[config.mk]
export PLATFORM = sky130hd
export DESIGN_NAME = fetch_buffer
export DESIGN_NICKNAME = d
export VERILOG_FILES = /design/src/rtl/fetch_buffer_pkg.sv /design/src/rtl/fetch_buffer_mem.sv /design/src/rtl/fetch_buffer.sv
export SDC_FILE = /design/constraint.sdc
export NUM_CORES = 1
export LEC_CHECK = 0
export ABC_CLOCK_PERIOD_IN_PS = 17300
export CORE_MARGIN = 4
export CORE_UTILIZATION = 45
export CTS_CLUSTER_DIAMETER = 200
export DETAILED_ROUTE_END_ITERATION = 8
export PLACE_DENSITY = 0.67
export SLEW_MARGIN = 40
export SYNTH_ARGS = -nofsm -noshare
export SYNTH_HDL_FRONTEND = slang
export SYNTH_HIERARCHICAL = 1
export SYNTH_SLANG_ARGS = --single-unit
[constraint.sdc]
create_clock -name clk -period 17.3 [get_ports clk]
set_clock_uncertainty 0.05 [all_clocks]
set_input_delay 1.73 -clock clk [delete_from_list [all_inputs] [get_ports clk]]
set_output_delay 1.73 -clock clk [all_outputs]
set_load 0.01 [all_outputs]
[src/rtl/fetch_buffer_pkg.sv]
// Shared definitions for the instruction fetch buffer.
//   FB_DEPTH_DEFAULT : default number of queue entries
//   fb_state_t       : RUN / HOLD control state
//   FAULT_INSTR      : instruction word stored for a faulting fetch address
//   fb_entry_t       : one queue entry (pc, instr, fault), 65 bits
package fetch_buffer_pkg;

  localparam int unsigned FB_DEPTH_DEFAULT = 4;

  localparam logic [31:0] FAULT_INSTR = 32'h0;

  typedef enum logic {
    ST_RUN  = 1'b0,
    ST_HOLD = 1'b1
  } fb_state_t;

  typedef struct packed {
    logic [31:0] pc;
    logic [31:0] instr;
    logic        fault;
  } fb_entry_t;

  localparam int unsigned ENTRY_W = $bits(fb_entry_t);

endpackage

[src/rtl/fetch_buffer_mem.sv]
// Entry storage for the fetch buffer: DEPTH x 65 bits, one synchronous write
// port and one asynchronous read port.
//   clk, rst_n : clock; async active-low reset (clears the fault bits only)
//   wr_en      : write wr_data into entry wr_addr at the rising edge
//   wr_addr    : write index
//   wr_data    : packed fb_entry_t {pc, instr, fault}
//   rd_addr    : read index
//   rd_data    : packed fb_entry_t at rd_addr, combinational
module fetch_buffer_mem
  import fetch_buffer_pkg::*;
#(
  parameter int unsigned DEPTH = FB_DEPTH_DEFAULT
) (
  input  logic                     clk,
  input  logic                     rst_n,
  input  logic                     wr_en,
  input  logic [$clog2(DEPTH)-1:0] wr_addr,
  input  logic [ENTRY_W-1:0]       wr_data,
  input  logic [$clog2(DEPTH)-1:0] rd_addr,
  output logic [ENTRY_W-1:0]       rd_data
);

  fb_entry_t   wr_entry;
  logic [31:0] pc_mem    [DEPTH];
  logic [31:0] instr_mem [DEPTH];
  logic [DEPTH-1:0] fault_q;

  assign wr_entry = fb_entry_t'(wr_data);

  // Data words are not reset; only the fault flags are.
  always_ff @(posedge clk) begin
    if (wr_en) begin
      pc_mem[wr_addr]    <= wr_entry.pc;
      instr_mem[wr_addr] <= wr_entry.instr;
    end
  end

  always_ff @(posedge clk or negedge rst_n) begin
    if (!rst_n) begin
      fault_q <= '0;
    end else if (wr_en) begin
      fault_q[wr_addr] <= wr_entry.fault;
    end
  end

  assign rd_data = {pc_mem[rd_addr], instr_mem[rd_addr], fault_q[rd_addr]};

endmodule

[src/rtl/fetch_buffer.sv]
// Instruction fetch buffer: circular queue between fetch and decode.
// A push with a faulting address stores a fault entry and parks the buffer
// in HOLD (no further pushes) until a flush redirects fetch.
//   clk, rst_n  : clock; async active-low reset
//   in_valid    : fetch offers {in_pc, in_instr, in_invalid}
//   in_ready    : buffer accepts the offer (PC enable)
//   out_valid   : head entry presented to decode
//   out_pc, out_instr, out_fault : head entry, zero when empty
//   out_ready   : decode consumes the head entry
//   flush       : discard all entries, return to RUN
//   level       : number of valid entries
module fetch_buffer
  import fetch_buffer_pkg::*;
#(
  parameter int unsigned DEPTH = FB_DEPTH_DEFAULT
) (
  input  logic                   clk,
  input  logic                   rst_n,
  input  logic                   in_valid,
  input  logic [31:0]            in_pc,
  input  logic [31:0]            in_instr,
  input  logic                   in_invalid,
  output logic                   in_ready,
  output logic                   out_valid,
  output logic [31:0]            out_pc,
  output logic [31:0]            out_instr,
  output logic                   out_fault,
  input  logic                   out_ready,
  input  logic                   flush,
  output logic [$clog2(DEPTH):0] level
);

  localparam int unsigned AW = $clog2(DEPTH);
  localparam int unsigned LW = AW + 1;

  fb_state_t       state_q, state_d;
  logic [AW-1:0]   wr_ptr_q, rd_ptr_q;
  logic [LW-1:0]   level_q;
  logic            push, pop;
  fb_entry_t       wr_entry, rd_entry;
  logic [ENTRY_W-1:0] rd_data;

  assign push = in_valid & in_ready;
  assign pop  = out_valid & out_ready;

  // State register
  always_ff @(posedge clk or negedge rst_n) begin
    if (!rst_n) begin
      state_q <= ST_RUN;
    end else begin
      state_q <= state_d;
    end
  end

  // Next state
  always_comb begin
    state_d = state_q;
    if (flush) begin
      state_d = ST_RUN;
    end else if (state_q == ST_RUN && push && in_invalid) begin
      state_d = ST_HOLD;
    end
  end

  // Outputs of the state machine. in_ready is gated by rst_n so it reads 0
  // while reset is held, even though state and level already look idle.
  always_comb begin
    in_ready = 1'b0;
    if (rst_n && state_q == ST_RUN && level_q < LW'(DEPTH)) begin
      in_ready = 1'b1;
    end
  end

  // Pointers and level; flush overrides any push/pop this cycle.
  // DEPTH is a power of two, so the pointers wrap naturally at DEPTH-1.
  always_ff @(posedge clk or negedge rst_n) begin
    if (!rst_n) begin
      wr_ptr_q <= '0;
      rd_ptr_q <= '0;
      level_q  <= '0;
    end else if (flush) begin
      wr_ptr_q <= '0;
      rd_ptr_q <= '0;
      level_q  <= '0;
    end else begin
      if (push) wr_ptr_q <= wr_ptr_q + AW'(1);
      if (pop)  rd_ptr_q <= rd_ptr_q + AW'(1);
      case ({push, pop})
        2'b10:   level_q <= level_q + LW'(1);
        2'b01:   level_q <= level_q - LW'(1);
        default: level_q <= level_q;
      endcase
    end
  end

  always_comb begin
    wr_entry.pc    = in_pc;
    wr_entry.instr = in_invalid ? FAULT_INSTR : in_instr;
    wr_entry.fault = in_invalid;
  end

  fetch_buffer_mem #(
    .DEPTH (DEPTH)
  ) u_mem (
    .clk     (clk),
    .rst_n   (rst_n),
    .wr_en   (push & ~flush),
    .wr_addr (wr_ptr_q),
    .wr_data (wr_entry),
    .rd_addr (rd_ptr_q),
    .rd_data (rd_data)
  );

  assign rd_entry  = fb_entry_t'(rd_data);
  assign out_valid = (level_q != '0);
  assign out_pc    = out_valid ? rd_entry.pc    : '0;
  assign out_instr = out_valid ? rd_entry.instr : '0;
  assign out_fault = out_valid ? rd_entry.fault : 1'b0;
  assign level     = level_q;

endmodule

# Word-level counts from Yosys, hierarchy flattened
# Memory sizes are Yosys's and may differ from the RTL's.
# Index checks and enable logic that the tools add are counted.
dict set report totals {
  regBits 12
  ram_bits 256
  inputBits 70
  output_inout_bits 70
  elab_cells 52
  n_memories 2
}
dict set report classes {
  n_addsub 4
  magnitude_cmp 4
  eq_ne 2
  muxes 20
  n_bitwise 5
  n_reduce_logical 10
}
# name depth word_bits rd rd_ports_with_merged_regs write_ports line
set mem_list {}
lappend mem_list {u_mem.instr_mem 4 32 1 0 1 fetch_buffer_mem.sv:25} ;# logic [31:0] instr_mem [DEPTH];
lappend mem_list {u_mem.pc_mem 4 32 1 0 1 fetch_buffer_mem.sv:24} ;# logic [31:0] pc_mem [DEPTH];
# operator count
set op_table {}
lappend op_table {{$mux 32} 3}
lappend op_table {{$mux 1} 8}
lappend op_table {{$mux 2} 4}
lappend op_table {{$lt 2x3->1 const B} 2}
lappend op_table {{$pmux 3 s2} 1}
lappend op_table {{$reduce_bool 2->1} 3}
lappend op_table {{$reduce_bool 3->1} 2}
lappend op_table {{$logic_and 1x1->1} 5}
lappend op_table {{$add 2x1->2 const B} 2}
lappend op_table {{$bwmux 4} 1}
lappend op_table {{$add 3x1->3 const B} 1}
lappend op_table {{$and 1x1->1} 3}
lappend op_table {{$lt 3x3->1 const B} 1}
lappend op_table {{$mux 3} 1}
lappend op_table {{$sub 3x1->3 const B} 1}
lappend op_table {{$bmux 1 s2} 1}
lappend op_table {{$demux 1 s2} 1}
lappend op_table {{$eq 2x1->1 const B} 1}
lappend op_table {{$eq 2x2->1 const B} 1}
lappend op_table {{$ge 2x1->1 const B} 1}
lappend op_table {{$not 1->1} 2}

# Depth between registers and ports, before layout
dict set report logic_depth {
  depth_word 9
  depth_mapped 8
  mapped_depth_nobuf 7
}

# Cells and area by module
# The synthesis kept the hierarchy.
# mod instances cells_per_inst area_per_inst_um2 seq_area_each_um2
set modules_own_cells {}
lappend modules_own_cells {fetch_buffer_mem 1 348 9482.8 7787.5}
lappend modules_own_cells {fetch_buffer 1 153 1106.1 200.2}

# Least setup slack after synthesis
# OpenSTA, ideal clock, no wires.
dict set report synth_timing {
  kind {in2reg}
  start {input port rst_n}
  end {register u_mem.fault_q[0]}
  setup_ps 88
  t_arrival_ps 7913
  t_required_ps 17162
  path_slack_ps 9249
  stages 5
  path_buffers 0
  cell_sequence {nor3b_1 > nand2_1 > nor2_1 > nor3b_1 > mux2_2}
}
dict set report synth_via {
  elab_chain_len 5
}
# element line
set synth_rtl {}
lappend synth_rtl {{from (decl)} fetch_buffer.sv:18} ;# input logic rst_n,
lappend synth_rtl {{$logic_and 1x1->1 (2 in a row)} fetch_buffer.sv:69} ;# if (rst_n && state_q == ST_RUN && level_q < LW'(DEPTH)) begin
lappend synth_rtl {{$mux 1} fetch_buffer.sv:69}
lappend synth_rtl {{$and 1x1->1} fetch_buffer.sv:43} ;# assign push = in_valid & in_ready;
lappend synth_rtl {{$and 1x1->1} fetch_buffer.sv:107} ;# .wr_en (push & ~flush),
lappend synth_rtl {{to (signal, indexed assignment)} fetch_buffer_mem.sv:42} ;# fault_q[wr_addr] <= wr_entry.fault;
lappend synth_rtl {{to (decl)} fetch_buffer_mem.sv:26} ;# logic [DEPTH-1:0] fault_q;
# Every way passes these cells.
# A chain may end at the register's enable or synchronous reset.

# Final worst setup path
dict set report layout_timing {
  start {input port rst_n}
  end {output port in_ready}
}
dict set report layout_via {
  elab_chain_len 3
}
# element line
set layout_rtl {}
lappend layout_rtl {{$logic_and 1x1->1 (2 in a row)} fetch_buffer.sv:69}
lappend layout_rtl {{$mux 1} fetch_buffer.sv:69}
lappend layout_rtl {{to (decl)} fetch_buffer.sv:23} ;# output logic in_ready,
# Every way passes these cells.

==> results by group <==
STA
  – Fmax: 189 MHz
  – Min Tclk post-route: 5.29 ns
  – Relative slew margins: 0.433
  – Final setup viols: 0
  – Worst setup slack after layout: around 12 ns
  – Pins Over Slew Limit: 0
  – Setup tns final: 0 ns
  – Slew @ Worst Pin: 0.839 ns
  – RSZ-0062 raised after global routing: false
  – Period Utilization, post-route: 0.306
  – Final Hold Viols: 0

Setup path
  – CP cell instances: clkdlybuf4s50_1 -> nor3b_1 -> clkdlybuf4s50_1
  – CP startpoint kind: input pin
  – CP top delay family: buffers and inverters
  – Worst Setup End Kind: output pin
  – Worst EP required: 15.52 ns
  – FF-to-FF setup slack: 14.43 ns
  – Kind of critical path: input pin to output pin
  – Worst path arrival time: 3.51 ns
  – Bufs and invs on worst path: 2
  – Worst path slowest cell: clkdlybuf4s50_1
  – CP max FO: 14
  – Crit path top cell by count: clkdlybuf4s50_1
  – Critical Path Max Stage Delay: 0.86 ns

Clock tree
  – # hold bufs at CTS: 0
  – Latest clock arrival within the worst-skew pair: 0.52 ns
  – CTS H-tree lvls: 1
  – Maximum buffer depth of the clock tree: 3
  – Clock-pin slew on the worst setup and hold paths: 0.06 ns
  – CTS resizes: 0
  – TritonCTS Sinks: 268
  – Root Buffer: clkbuf_16
  – Total CTS buffers: 28
  – Post-CTS setup buffers: 0
  – CTS tree: built

Finish
  – Nets@finish: 723
  – Most frequent cells in the layout: edfxtp_1, clkdlybuf4s50_1, and2_1, mux4_2, nor2b_1
  – Area of the multi-input gates: approximately 2400 µm²
  – Inserted Diodes: 0
  – Commonest non-fill, non-tap cell in the layout: edfxtp_1
  – Area growth syn-to-layout: 24.2%
  – Sequential cell area: roughly 8000 µm²
  – Post-route cell area: roughly 13000 µm²
  – Ratio of cells with drive above 1 in the final layout: 0.190
  – Fill cells: approximately 1700

Placed design
  – Gpl congestion: between 0.6 and 0.7
  – Detailed placement HPWL: 11700 µm
  – IO Port Bufs: 139
  – Placed inst area: about 12000 µm²
  – Place WS: 11.97 ns

Synth
  – Area contributors post-synth: edfxtp_1, mux4_2, and2_1
  – Top_reg_cell synth: edfxtp_1
  – Mapped Cells: between 500 and 600
  – #FFs+latches synth: between 200 and 300
  – Average cell area after synthesis: 21.1 µm²
  – Post-synthesis net count: ~570
  – Synth top area share: 0.726
  – Sequential share of the synthesized area: 0.754
  – Post-synthesis cell type count: 35
  – Number of synthesized flops with an enable pin: 256
  – Async S/R FF share, synth: 0.0448
  – Most area-hungry cell type in the Yosys netlist: edfxtp_1
  – Synth warn: 6
  – Synth Cell Area: approximately 11000 µm²

Floorplanning
  – Placement Rows: 55
  – Chip Width: around 160 µm
  – Starting Density: 0.462
  – Core area: 22900 µm²
  – Die area: roughly 26000 µm²
  – Top-level port count: 140
  – Die Ht: approximately 160 µm

GRT
  – Pin count of the biggest net entering global routing: 70
  – First-pass GRT wire length: 31700 µm
  – GR Overflow Total: 0
  – Antenna violations before repair: 0
  – GRT Resource Usage Total: 0.154
  – Number of global-route vias before repair: 5703

Min path
  – Hold Path Class: register to register

Drt
  – Post-DRT Antenna Nets: 0
  – DR vias: 5154
  – Via/cell ratio: between 5 and 6
  – Drt pass-1 iters: 4
  – First DRT Iteration DRCs: about 300
  – Drt total wl: between 20000 and 25000 µm
  – DRC errors left: 0
  – WL/cell: around 20 µm

Pwr
  – Leak pwr: 4.21 nW
  – Power per cell area: 123 nW/µm²
  – IR drop worst, VDD: 0.107 mV

Run status
  – Status: finished clean

Run
  – Max-Cap Viols: 0
[cells in the mapped netlist (2+ instances only)]
cell / count
and2_1: 65
buf_12: 5
buf_2: 9
buf_6: 3
clkbuf_1: 8
dfrtp_1: 12
edfxtp_1: 256
mux2_2: 4
mux4_2: 65
nand2_1: 4
nand2b_1: 2
nor2_1: 9
nor2b_1: 33
nor3b_1: 2
xnor2_1: 2
xor2_1: 3
[registers in the layout (all words and copies together) (netlist names)]
register	count
u_mem/fault_q	4
state_q	1
rd_ptr_q	2
level	3
u_mem/instr_mem	128
wr_ptr_q	2
u_mem/pc_mem	128
[power breakdown]
group          total, mW  switching, mW  internal (mW)
clock network      0.565          0.230          0.335
logic              0.306          0.131          0.175
registers          0.744         0.0159          0.728
[routing by layer]
metal  GRT usage  wire, µm  vias up
li1            -         -     2293
met1       0.208      8400     2673
met2       0.260     10200      164
met3      0.0350      1230       24
met4      0.0345       323        0
met5           0         0        -
[final timing paths]
path                                              startpoint                            to  depth (start not counted)
worst max-delay path                                   rst_n                      in_ready                          3
worst max register to register          level[2]$_DFFE_PN0P_  u_mem/fault_q[1]$_DFFE_PN0P_                          6
worst min-delay path            u_mem/fault_q[0]$_DFFE_PN0P_  u_mem/fault_q[0]$_DFFE_PN0P_                          1
min in group asynchronous                              rst_n           state_q$_DFFE_PN0P_                          1
worst min register to register  u_mem/fault_q[0]$_DFFE_PN0P_  u_mem/fault_q[0]$_DFFE_PN0P_                          1
max in group asynchronous                              rst_n       rd_ptr_q[1]$_DFFE_PN0P_                          1
[logic make-up after synthesis]
family                   after synthesis  synth area share
AND/OR/NAND/NOR                      124            0.0715
buffers and inverters                 28            0.0212
adder cells (fa/ha/maj)                1           0.00189
flip-flops                           268             0.754
multiplexers                          69             0.143
XOR/XNOR                               5           0.00414
AO/OA/AOI/OAI                          6           0.00449
[cell type report]
class	count	share of cell area
Clock buffer	35	0.0569
Clock inverter	15	0.00980
Inverter	1	0.000380
Multi-Input combinational cell	205	0.182
Sequential cell	268	0.608
Tap cell	313	0.0298
Timing Repair Buffer	148	0.113
[worst register-to-register path, cell delays in order, from the launching register on]
cell	delay (ns)
dfrtp_1	0.47
nor3b_1	0.28
nand2_1	0.12
nor2_1	0.23
and3b_4	0.53
buf_4	0.66
mux2_2	0.42
[metrics by stage]
stage / power [mW] / utilization / instances / hold WS (ns)
3_3_place_gp: 1.06 / 0.534 / 933 / 0.439
2_1_floorplan: 0.937 / - / 501 / 0.424
4_1_cts: 1.64 / 0.574 / 985 / 0.458
5_1_grt: 1.69 / 0.574 / 985 / 0.478
6_report: 1.61 / 0.574 / 985 / 0.458
3_5_place_dp: 1.07 / 0.536 / 935 / 0.445
(Power assumes the default switching activity.)
